### src/rtl/mem_stage.sv
// MEM pipeline stage: latches EX results, aligns load data, selects the final result and drives the ID bypass bus.
// Zero-latency result path; holds first-cycle SRAM/mul data while WB stalls.
module mem_stage #(
   parameter int EXTRA_W = 82
) (
   input  logic               clk,
   input  logic               reset,
   input  logic               ex_valid,
   input  logic               ex_ready_go,
   output logic               mem_allow_in,
   input  logic [31:0]        ex_result,
   input  logic               ex_mul,
   input  logic [31:0]        ex_mul_result,
   input  logic [4:0]         ex_ld_ctrl,
   input  logic               ex_res_from_mem,
   input  logic               ex_res_from_csr,
   input  logic               ex_rf_we,
   input  logic [4:0]         ex_rf_waddr,
   input  logic [31:0]        ex_pc,
   input  logic [EXTRA_W-1:0] ex_extra,
   input  logic [31:0]        data_sram_rdata,
   input  logic               flush,
   input  logic               wb_allow_in,
   output logic               mem_ready_go,
   output logic               memreg_valid,
   output logic [31:0]        mem_result,
   output logic               mem_rf_we,
   output logic [4:0]         mem_rf_waddr,
   output logic               mem_res_from_csr,
   output logic [31:0]        mem_pc,
   output logic [EXTRA_W-1:0] mem_extra,
   output logic               byp_rf_we,
   output logic [4:0]         byp_rf_waddr,
   output logic               byp_res_from_csr,
   output logic [31:0]        byp_result
);

   logic               valid_q, valid_d;
   logic               first_q, first_d;
   logic               hold_v_q, hold_v_d;
   logic [31:0]        hold_data_q, hold_data_d;
   logic [31:0]        result_q;
   logic               mul_q;
   logic [4:0]         ld_ctrl_q;
   logic               res_from_mem_q;
   logic               res_from_csr_q;
   logic               rf_we_q;
   logic [4:0]         rf_waddr_q;
   logic [31:0]        pc_q;
   logic [EXTRA_W-1:0] extra_q;

   logic        ex_fire;
   logic        load_en;
   logic [31:0] raw_sel;
   logic [31:0] raw;
   logic [7:0]  ld_byte;
   logic [15:0] ld_half;
   logic [31:0] load_data;

   assign mem_ready_go = 1'b1;
   assign mem_allow_in = ~valid_q | (mem_ready_go & wb_allow_in);
   assign ex_fire      = ex_valid & ex_ready_go;
   assign load_en      = ~flush & mem_allow_in & ex_fire;

   // SRAM data and mul output only exist in the first MEM cycle; later cycles read the held copy.
   assign raw_sel = mul_q ? ex_mul_result : data_sram_rdata;
   assign raw     = hold_v_q ? hold_data_q : raw_sel;

   always_comb begin
      valid_d     = valid_q;
      first_d     = first_q;
      hold_v_d    = hold_v_q;
      hold_data_d = hold_data_q;
      if (flush) begin
         valid_d  = 1'b0;
         first_d  = 1'b0;
         hold_v_d = 1'b0;
      end else if (mem_allow_in) begin
         valid_d  = ex_fire;
         first_d  = ex_fire;
         hold_v_d = 1'b0;
      end else begin
         first_d = 1'b0;
         if (first_q) begin
            hold_data_d = raw_sel;
            hold_v_d    = 1'b1;
         end
      end
   end

   always_ff @(posedge clk or posedge reset) begin
      if (reset) begin
         valid_q     <= 1'b0;
         first_q     <= 1'b0;
         hold_v_q    <= 1'b0;
         hold_data_q <= '0;
      end else begin
         valid_q     <= valid_d;
         first_q     <= first_d;
         hold_v_q    <= hold_v_d;
         hold_data_q <= hold_data_d;
      end
   end

   always_ff @(posedge clk or posedge reset) begin
      if (reset) begin
         result_q       <= '0;
         mul_q          <= 1'b0;
         ld_ctrl_q      <= '0;
         res_from_mem_q <= 1'b0;
         res_from_csr_q <= 1'b0;
         rf_we_q        <= 1'b0;
         rf_waddr_q     <= '0;
         pc_q           <= '0;
         extra_q        <= '0;
      end else if (load_en) begin
         result_q       <= ex_result;
         mul_q          <= ex_mul;
         ld_ctrl_q      <= ex_ld_ctrl;
         res_from_mem_q <= ex_res_from_mem;
         res_from_csr_q <= ex_res_from_csr;
         rf_we_q        <= ex_rf_we;
         rf_waddr_q     <= ex_rf_waddr;
         pc_q           <= ex_pc;
         extra_q        <= ex_extra;
      end
   end

   // Byte lane from the low address bits; halfword lane ignores bit 0.
   always_comb begin
      ld_byte = raw[7:0];
      case (result_q[1:0])
         2'd0:    ld_byte = raw[7:0];
         2'd1:    ld_byte = raw[15:8];
         2'd2:    ld_byte = raw[23:16];
         default: ld_byte = raw[31:24];
      endcase
   end

   assign ld_half = result_q[1] ? raw[31:16] : raw[15:0];

   always_comb begin
      load_data = raw;
      if (ld_ctrl_q[0])      load_data = {{24{ld_byte[7]}}, ld_byte};
      else if (ld_ctrl_q[1]) load_data = {24'd0, ld_byte};
      else if (ld_ctrl_q[2]) load_data = {{16{ld_half[15]}}, ld_half};
      else if (ld_ctrl_q[3]) load_data = {16'd0, ld_half};
      else if (ld_ctrl_q[4]) load_data = raw;
   end

   assign mem_result = res_from_mem_q ? load_data : (mul_q ? raw : result_q);

   assign memreg_valid     = valid_q;
   assign mem_rf_we        = rf_we_q;
   assign mem_rf_waddr     = rf_waddr_q;
   assign mem_res_from_csr = res_from_csr_q;
   assign mem_pc           = pc_q;
   assign mem_extra        = extra_q;

   assign byp_rf_we        = valid_q & rf_we_q;
   assign byp_rf_waddr     = rf_waddr_q;
   assign byp_res_from_csr = valid_q & res_from_csr_q;
   assign byp_result       = mem_result;

endmodule

### config.mk
export PLATFORM = sky130hd
export DESIGN_NAME = mem_stage
export DESIGN_NICKNAME = d
export VERILOG_FILES = /design/src/rtl/mem_stage.sv
export SDC_FILE = /design/constraint.sdc
export NUM_CORES = 1
export LEC_CHECK = 0
export ABC_CLOCK_PERIOD_IN_PS = 16200
export BUFFER_PORTS_ARGS = -buffer_cell sky130_fd_sc_hd__buf_2
export CORE_AREA = 2 2 167 169
export DETAILED_ROUTE_END_ITERATION = 8
export DIE_AREA = 0 0 169 171
export PLACE_DENSITY = 0.73
export RECOVER_POWER = 100
export SLEW_MARGIN = 40
export SYNTH_ARGS = -nofsm -noshare
export SYNTH_HDL_FRONTEND = slang
export SYNTH_SLANG_ARGS = --single-unit
### constraint.sdc
create_clock -name clk -period 16.2 [get_ports clk]
set_input_delay 1.62 -clock clk [delete_from_list [all_inputs] [get_ports clk]]
set_output_delay 1.62 -clock clk [all_outputs]
set_load 0.03 [all_outputs]
==> results of run 1 <==
[per-layer routing]
metal | track usage | routed length [um] | up-vias
met5 | 0 | 53 | -
met4 | 0.0713 | 809 | 8
met3 | 0.0645 | 2380 | 47
met2 | 0.307 | 13400 | 339
met1 | 0.220 | 10700 | 3578
li1 | - | - | 3477
[power breakdown]
part / total [mW] / switching [mW] / internal (mW)
clock network: 0.444 / 0.194 / 0.250
logic: 0.716 / 0.496 / 0.220
registers: 0.635 / 0.0600 / 0.575
total: 1.79 / 0.749 / 1.05
[worst min path at each step]
stage,startpoint,endpoint
finish,result_q[21],result_q[21]
global route,mem_extra[14],mem_extra[14]
CTS,mem_extra[66],mem_extra[66]
detailed placement,mem_extra[48],mem_extra[48]
global placement,mem_extra[50],mem_extra[50]
floorplan,hold_data_q[17],hold_data_q[17]
[cell type report]
type,count,area (um2)
timing repair buffer,429,1920
multi-input combinational,491,4140
fill,2632,15300
clock inverter,14,175
antenna,4,10.0
clock buffer,18,439
tap,346,433
inverter,11,45.0
sequential,194,4850
[cells by family after synthesis]
kind of cell,Yosys count,share of synthesized area
multiplexers,263,0.308
flip-flops,194,0.507
AO/OA/AOI/OAI,122,0.0778
AND/OR/NAND/NOR,105,0.0460
buffers and inverters,101,0.0612
other,1,0.000392
[sequential cells by signal, indices dropped and copies added, names as in the netlist]
signal	flops
hold_v_q	1
hold_data_q	32
mul_q	1
mem_extra	82
mem_pc	32
byp_rf_waddr	5
mem_res_from_csr	1
memreg_valid	1
res_from_mem_q	1
first_q	1
mem_rf_we	1
result_q	32
ld_ctrl_q	4
[cells in the final DEF (no fill, tap or decap), types with 3 or more instances in the layout]
cell type,instances
sky130_fd_sc_hd__buf_2,236
sky130_fd_sc_hd__mux2_2,217
sky130_fd_sc_hd__dfrtp_1,194
sky130_fd_sc_hd__clkbuf_1,191
sky130_fd_sc_hd__a21oi_1,67
sky130_fd_sc_hd__nor2_1,59
sky130_fd_sc_hd__mux2i_1,35
sky130_fd_sc_hd__nand2_1,21
sky130_fd_sc_hd__clkbuf_16,17
sky130_fd_sc_hd__o22a_1,15
sky130_fd_sc_hd__o21ai_0,14
sky130_fd_sc_hd__inv_1,9
sky130_fd_sc_hd__a31oi_1,8
sky130_fd_sc_hd__nor3_1,8
sky130_fd_sc_hd__mux2_1,6
sky130_fd_sc_hd__o22ai_1,6
sky130_fd_sc_hd__inv_6,5
sky130_fd_sc_hd__diode_2,4
sky130_fd_sc_hd__mux2_4,4
sky130_fd_sc_hd__nand2b_1,3
sky130_fd_sc_hd__or3_1,3
sky130_fd_sc_hd__bufinv_16,3
sky130_fd_sc_hd__clkinv_2,3
sky130_fd_sc_hd__clkinv_4,3
==> impl_table.tex, run 1 <==
\begin{tabular}{lr}
\hline
Metric & Value \\
\hline
\multicolumn{2}{l}{\textbf{Worst setup path}} \\
\quad R2R Path Start & memreg\_valid \\
\quad Critical path's slowest cell & sky130\_fd\_sc\_hd\_\_clkbuf\_1 \\
\quad Last element of the critical path & mem\_pc[22] \\
\quad CP Class & primary input to register \\
\quad Critical-path maximum fanout & 85 \\
\quad Required @ worst endpoint & $\sim$17000 ps \\
\quad Capturing element type of the critical path & register \\
\quad Most numerous cell on the critical path & sky130\_fd\_sc\_hd\_\_clkbuf\_1 \\
\quad Setup slack, reg-to-reg & 8440 ps \\
\quad Cell Chain, Critical Path & buf\_2 -> nand2b\_1 -> nand3\_1 -> nor2\_4 -> clkbuf\_1 -> clkbuf\_1 -> mux2\_2 \\
\quad Levels on crit path & 7 \\
\quad Arrival time of data at the critical path endpoint & 8980 ps \\
\quad Crit Reg-Reg Endpoint & mem\_pc[22] \\
\quad Largest incremental delay on the critical path & 3310 ps \\
\quad Worst Setup SP & wb\_allow\_in \\
\quad Kind of cell adding the most delay to the critical path & buffers and inverters \\
\quad Startpoint types & primary input \\
\quad Number of buffer and inverter instances along the worst setup path & 3 \\
\quad Cells on worst reg2reg path & 6 \\
\multicolumn{2}{l}{\textbf{Timing}} \\
\quad Setup clock skew after layout & 15.5 ps \\
\quad Worst Tran Pin Value & around 4500 ps \\
\quad Accumulated negative setup slack & 0 ps \\
\quad Slew Limit Fails & 391 \\
\quad Final count of negative-setup-slack endpoints & 0 \\
\quad Unrepaired setup endpoints after global routing & false \\
\quad Hold\_ws & 505 ps \\
\quad Worst slew margin relative to its limit & -1.99 \\
\quad Period Utilization, post-route & 0.533 \\
\quad Max Clk Rate & about 120 MHz \\
\quad Worst-case setup margin in the final layout & 7570 ps \\
\quad Final-report hold violation count & 0 \\
\quad Final critical path time including I/O delays and setup & roughly 8600 ps \\
\multicolumn{2}{l}{\textbf{Global route}} \\
\quad Number of antenna violations at the first check in global routing & 9 \\
\quad Overall Global Routing Usage & 0.185 \\
\quad Pin count of the biggest net entering global routing & $\sim$160 \\
\quad Via count of the first global-routing pass & 7320 \\
\quad First-pass GRT wire length & roughly 40000 um \\
\quad Global route total overflow & 0 \\
\multicolumn{2}{l}{\textbf{Die}} \\
\quad Height of the die & around 170 um \\
\quad Area of the core & 27300 um2 \\
\quad Number of I/O pins & 425 \\
\quad Width of the die & 169 um \\
\quad Starting density of the core & 0.350 \\
\quad Number of placement rows & 61 \\
\quad Floorplan die area & 28900 um2 \\
\multicolumn{2}{l}{\textbf{Pwr}} \\
\quad Leakage Power & 5.47 nW \\
\quad Post-layout total power & roughly 1.8 mW \\
\quad Pwr per Cell Area & $\sim$150 nW/um2 \\
\quad Largest voltage drop on the vdd net & 80.0 uV \\
\multicolumn{2}{l}{\textbf{Synth}} \\
\quad Synth Register Bits & 194 \\
\quad Main flop type after synthesis & sky130\_fd\_sc\_hd\_\_dfrtp\_1 \\
\quad Ranking of synthesized cells by area & sky130\_fd\_sc\_hd\_\_dfrtp\_1, sky130\_fd\_sc\_hd\_\_mux2\_2, sky130\_fd\_sc\_hd\_\_mux2i\_1 \\
\quad Synth cell types & 39 \\
\quad Ys Warns & 0 \\
\quad Synthesized cell area & 9570 um2 \\
\quad Fraction of post-synthesis cell area in the top cell type by area & 0.507 \\
\quad Mapped Nets & 1016 \\
\quad Post-Syn Area per Cell & 12.2 um2 \\
\quad Commonest cells post-synth & sky130\_fd\_sc\_hd\_\_mux2\_2, sky130\_fd\_sc\_hd\_\_dfrtp\_1, sky130\_fd\_sc\_hd\_\_a21oi\_1 \\
\quad Dominant cell by count in the synthesized netlist & sky130\_fd\_sc\_hd\_\_mux2\_2 \\
\quad Cell type with the highest aggregate area in the netlist & sky130\_fd\_sc\_hd\_\_dfrtp\_1 \\
\quad Fraction of the yosys area taken by sequential cells & 0.507 \\
\quad Number of flops mapped to enable cells by yosys & 0 \\
\quad Number of cells produced by synthesis & 786 \\
\quad Async set-reset flop share out of synthesis & 1.00 \\
\multicolumn{2}{l}{\textbf{Placement}} \\
\quad Post-detailed-placement half-perimeter wirelength & 20900 um \\
\quad Placed inst area & 11700 um2 \\
\quad Number of cells in the design after placement & 1470 \\
\quad Count of input and output buffers & 422 \\
\quad Worst setup timing slack at the placement stage & 10970 ps \\
\quad Final GP Congestion & between 0.8 and 0.9 \\
\multicolumn{2}{l}{\textbf{Worst hold path}} \\
\quad Type of the tightest min-delay check & register to register \\
\quad Hold Path Depth & 1 \\
\multicolumn{2}{l}{\textbf{Route}} \\
\quad Total wire length after detailed routing & 27300 um \\
\quad DRC Markers & 0 \\
\quad Iteration count of the initial detailed-routing pass & 5 \\
\quad Initial DRC Count & 353 \\
\quad Final routed wire length divided by cell count & 18.1 um \\
\quad Avg Vias per Cell & around 4.9 \\
\quad Via count & 7449 \\
\quad Antenna Violating Nets Remaining & 0 \\
\multicolumn{2}{l}{\textbf{CTS}} \\
\quad Root cell of the clock tree & sky130\_fd\_sc\_hd\_\_clkbuf\_16 \\
\quad Clk slew on worst S/H paths & 70 ps \\
\quad Number of buffers added for setup after CTS & 0 \\
\quad CTS H-tree depth & 4 \\
\quad Clock net sink count & 194 \\
\quad CTS tree & yes \\
\quad Clock latency at the later pin of the worst-skew pair & 430 ps \\
\quad CTS Buf Count & 17 \\
\quad Count of hold buffers inserted by post-cts repair & 0 \\
\quad Max Root-Sink Buffers & 2 \\
\quad Cts repair resizes & 0 \\
\multicolumn{2}{l}{\textbf{Final layout}} \\
\quad Post-route cell area & 12000 um2 \\
\quad Area growth from synthesis to layout & 25.5\% \\
\quad Final Core Density & 0.440 \\
\quad Layout cells sized above 1 & 0.434 \\
\quad NumNets Final & roughly 1400 \\
\quad Final cell count without fillers & between 1500 and 2000 \\
\multicolumn{2}{l}{\textbf{Flow run}} \\
\quad Max-cap check violation count & 6 \\
\multicolumn{2}{l}{\textbf{Outcome}} \\
\quad Result of the run & finished, violations left \\
\quad Violations in the final reports & max-capacitance violations, max-slew violations \\
\hline
\end{tabular}
No activity file was read; power rests on OpenSTA's default activity.
==> run 2: changes to the inputs <==
Settings changed: ABC_CLOCK_PERIOD_IN_PS 16200 to 7500, PLACE_DENSITY 0.73 to 0.75.
Clock period 16.2 ns to 7.5 ns, I/O delays scaled along.
==> run 2 against run 1 <==
  * The run still ends with max-capacitance violations, max-slew violations left
  * Global-route usage is 0.37 points higher
  * Core utilization shrank 0.073 points
  * Critical endpoint is now mem_result[20]
  * Setup slack worse by 5400 ps
  * Clock power up 110%
  * Die area unchanged
  * Flip-flop and latch count is the same
==> impl_table.tex, run 2 (synthesis results as in run 1) <==
\begin{tabular}{lr}
\hline
Metric & Value \\
\hline
\multicolumn{2}{l}{\textbf{Outcome}} \\
\quad Result of the run & finished, violations left (unchanged) \\
\quad Violations in the final reports & max-capacitance violations, max-slew violations (unchanged) \\
\multicolumn{2}{l}{\textbf{CTS}} \\
\quad CTS H-tree depth & 4 (unchanged) \\
\quad Root cell of the clock tree & sky130\_fd\_sc\_hd\_\_clkbuf\_16 (unchanged) \\
\quad Number of buffers added for setup after CTS & 0 (unchanged) \\
\quad CTS Buf Count & 17 (unchanged) \\
\quad Cts repair resizes & 0 (unchanged) \\
\quad Clock latency at the later pin of the worst-skew pair & 430 ps (about the same) \\
\quad Clock net sink count & 194 (unchanged) \\
\quad Max Root-Sink Buffers & 2 (unchanged) \\
\quad CTS tree & yes (unchanged) \\
\quad Count of hold buffers inserted by post-cts repair & 0 (unchanged) \\
\quad Clk slew on worst S/H paths & 80 ps (was 70 ps) \\
\multicolumn{2}{l}{\textbf{Pwr}} \\
\quad Pwr per Cell Area & 321 nW/um2 (was 149 nW/um2) \\
\quad Post-layout total power & 3.85 mW (was 1.79 mW) \\
\quad Share of power burned in combinational logic & 0.400 (was 0.399) \\
\quad Power spent charging and discharging nets & 1.66 mW (was 749 uW) \\
\quad Part of the power in the clock network & 0.244 (was 0.247) \\
\quad Leakage Power & 5.47 nW (about the same) \\
\quad Internal power & 2.19 mW (was 1.05 mW) \\
\quad Net Sw Frac & 0.432 (was 0.418) \\
\quad Sequential group share of total power & 0.356 (was 0.354) \\
\quad Largest voltage drop on the vdd net & 148 uV (was 80.0 uV) \\
\multicolumn{2}{l}{\textbf{Route}} \\
\quad Avg Vias per Cell & 4.96 (was 4.94) \\
\quad Iteration count of the initial detailed-routing pass & 6 (was 5) \\
\quad Final routed wire length divided by cell count & 18.6 um (was 18.1 um) \\
\quad Total wire length after detailed routing & 28000 um (was 27300 um) \\
\quad Via count & 7476 (was 7449) \\
\quad Initial DRC Count & 381 (was 353) \\
\quad DRC Markers & 0 (unchanged) \\
\quad Antenna Violating Nets Remaining & 0 (unchanged) \\
\multicolumn{2}{l}{\textbf{Placement}} \\
\quad Placed inst area & 11700 um2 (about the same) \\
\quad Number of cells in the design after placement & 1471 (was 1470) \\
\quad Worst setup timing slack at the placement stage & 3900 ps (was 10970 ps) \\
\quad Post-detailed-placement half-perimeter wirelength & 21600 um (was 20900 um) \\
\quad Count of input and output buffers & 422 (unchanged) \\
\quad Final GP Congestion & 0.877 (was 0.831) \\
\multicolumn{2}{l}{\textbf{Timing}} \\
\quad Final-report hold violation count & 0 (unchanged) \\
\quad Slew Limit Fails & 210 (was 391) \\
\quad Max Clk Rate & approximately 190 MHz \\
\quad Worst slew margin relative to its limit & -1.45 (was -1.99) \\
\quad Unrepaired setup endpoints after global routing & false (unchanged) \\
\quad Final count of negative-setup-slack endpoints & 0 (unchanged) \\
\quad Accumulated negative setup slack & 0 ps (unchanged) \\
\quad Final critical path time including I/O delays and setup & 5340 ps \\
\quad Worst Tran Pin Value & 3680 ps (was 4480 ps) \\
\quad Setup clock skew after layout & 11.0 ps (was 15.5 ps) \\
\quad Worst-case setup margin in the final layout & 2160 ps (was 7570 ps) \\
\quad Period Utilization, post-route & 0.712 \\
\multicolumn{2}{l}{\textbf{Final layout}} \\
\quad Flip-flop count of the largest register after layout & 82 (unchanged) \\
\quad Post-route cell area & 12000 um2 (about the same) \\
\quad Leading cell types in the layout, fill and taps excluded & sky130\_fd\_sc\_hd\_\_buf\_2, sky130\_fd\_sc\_hd\_\_mux2\_2, sky130\_fd\_sc\_hd\_\_dfrtp\_1 (unchanged) \\
\quad Area growth from synthesis to layout & 25.3\% (was 25.5\%) \\
\quad Layout cells sized above 1 & 0.433 (was 0.434) \\
\quad Final cell count without fillers & 1507 (unchanged) \\
\quad NumNets Final & 1374 (unchanged) \\
\quad Most common library cell in the layout ignoring fill and taps & sky130\_fd\_sc\_hd\_\_buf\_2 (unchanged) \\
\multicolumn{2}{l}{\textbf{Global route}} \\
\quad Pin count of the biggest net entering global routing & 125 (was 163) \\
\quad Via count of the first global-routing pass & 7345 (was 7320) \\
\quad Global route total overflow & 0 (unchanged) \\
\quad First-pass GRT wire length & 41600 um (was 40900 um) \\
\quad Number of antenna violations at the first check in global routing & 8 (was 9) \\
\quad Overall Global Routing Usage & 0.188 (was 0.185) \\
\multicolumn{2}{l}{\textbf{Die}} \\
\quad Starting density of the core & 0.350 (unchanged) \\
\quad Area of the core & 27300 um2 (unchanged) \\
\quad Height of the die & 171 um (unchanged) \\
\quad Number of placement rows & 61 (unchanged) \\
\quad Floorplan die area & 28900 um2 (unchanged) \\
\quad Number of I/O pins & 425 (unchanged) \\
\quad Width of the die & 169 um (unchanged) \\
\multicolumn{2}{l}{\textbf{Worst setup path}} \\
\quad Crit Reg-Reg Endpoint & mem\_extra[51] (was mem\_pc[22]) \\
\quad Cell Chain, Critical Path & mux2i\_1 -> a211oi\_1 -> a211oi\_2 -> o31ai\_1 -> o22a\_1 -> clkbuf\_1 (was buf\_2 -> nand2b\_1 -> nand3\_1 -> nor2\_4 -> clkbuf\_1 -> clkbuf\_1 -> mux2\_2) \\
\quad Critical path's slowest cell & sky130\_fd\_sc\_hd\_\_o31ai\_1 (was sky130\_fd\_sc\_hd\_\_clkbuf\_1) \\
\quad Largest incremental delay on the critical path & 1620 ps (was 3310 ps) \\
\quad Startpoint types & register (was primary input) \\
\quad Cells on worst reg2reg path & 5 (was 6) \\
\quad R2R Path Start & memreg\_valid (unchanged) \\
\quad Capturing element type of the critical path & output port (was register) \\
\quad Critical-path maximum fanout & 23 (was 85) \\
\quad CP Class & register to output port (was primary input to register) \\
\quad Setup slack, reg-to-reg & 2460 ps (was 8440 ps) \\
\quad Required @ worst endpoint & 6750 ps (was 16550 ps) \\
\quad Arrival time of data at the critical path endpoint & 4590 ps (was 8980 ps) \\
\multicolumn{2}{l}{\textbf{Worst hold path}} \\
\quad Type of the tightest min-delay check & primary input to asynchronous set/reset pin (was register to register) \\
\multicolumn{2}{l}{\textbf{Flow run}} \\
\quad Max-cap check violation count & 5 (was 6) \\
\hline
\end{tabular}
==> run 2: cell count changes in the layout (fill, tap and decap cells not counted), sizes merged <==
cell / delta
bufinv: -2
inv: +4
clkinvlp: -1
clkbuf: -3
buf: +2
==> run 2: metal layers <==
metal  vias up  wire length (um)  GRT usage  share of wire
met2       317             13900      0.325           0.50
met3        36              2140     0.0578          0.076
li1       3475                 -          -              -
met4         8               514     0.0565          0.018
met1      3640             11400      0.227           0.41
met5         -                52          0         0.0019
==> run 2: worst max-delay path, delay by kind of cell, from the launching register on <==
kind	cells	cell delay [ps]
AO/OA/AOI/OAI	4	2580
flip-flops	1	940
buffers and inverters	1	340
multiplexers	1	300
==> run 2: worst max-delay path by stage <==
| stage | cells past startpoint | endpoint | startpoint | slack [ps] |
|---|---|---|---|---|
| 2_1_floorplan | 1 | byp_rf_waddr[0] | reset | 1470 |
| 3_3_place_gp | 7 | byp_result[2] | mul_q | 3910 |
| 3_5_place_dp | 7 | byp_result[2] | mul_q | 3900 |
| 4_1_cts | 7 | byp_result[2] | mul_q | 3420 |
| 5_1_grt | 6 | byp_result[21] | mul_q | 1750 |
| 6_report | 6 | mem_result[20] | mul_q | 2160 |
==> run 2: final cells by class <==
type                    count  area (um2)
flip-flops and latches    194        4850
clock buffers              17         425
inverters                  11        53.8
fillers                  2668       15300
repair buffers            429        1920
diodes                      4        10.0
multi-input cells         491        4120
well taps                 346         433
clock inverters            15         179
==> run 2: power by group through the flow <==
| stage | combinational, mW | clock, mW | sequential, mW |
|---|---|---|---|
| floorplan | 0.979 | 0 | 1.62 |
| global placement | 1.60 | 0 | 1.38 |
| detailed placement | 1.63 | 0 | 1.39 |
| CTS | 1.63 | 0.962 | 1.37 |
| global route | 1.64 | 1.01 | 1.40 |
| finish | 1.54 | 0.940 | 1.37 |
==> run 2: metrics by stage <==
| step | util | hold slack [ps] |
|---|---|---|
| after global routing | 0.439 | 506 |
| final | 0.439 | 462 |
| after CTS | 0.449 | 445 |
| after floorplan | - | 477 |
| after global placement | 0.426 | 485 |
| after detailed placement | 0.427 | 490 |
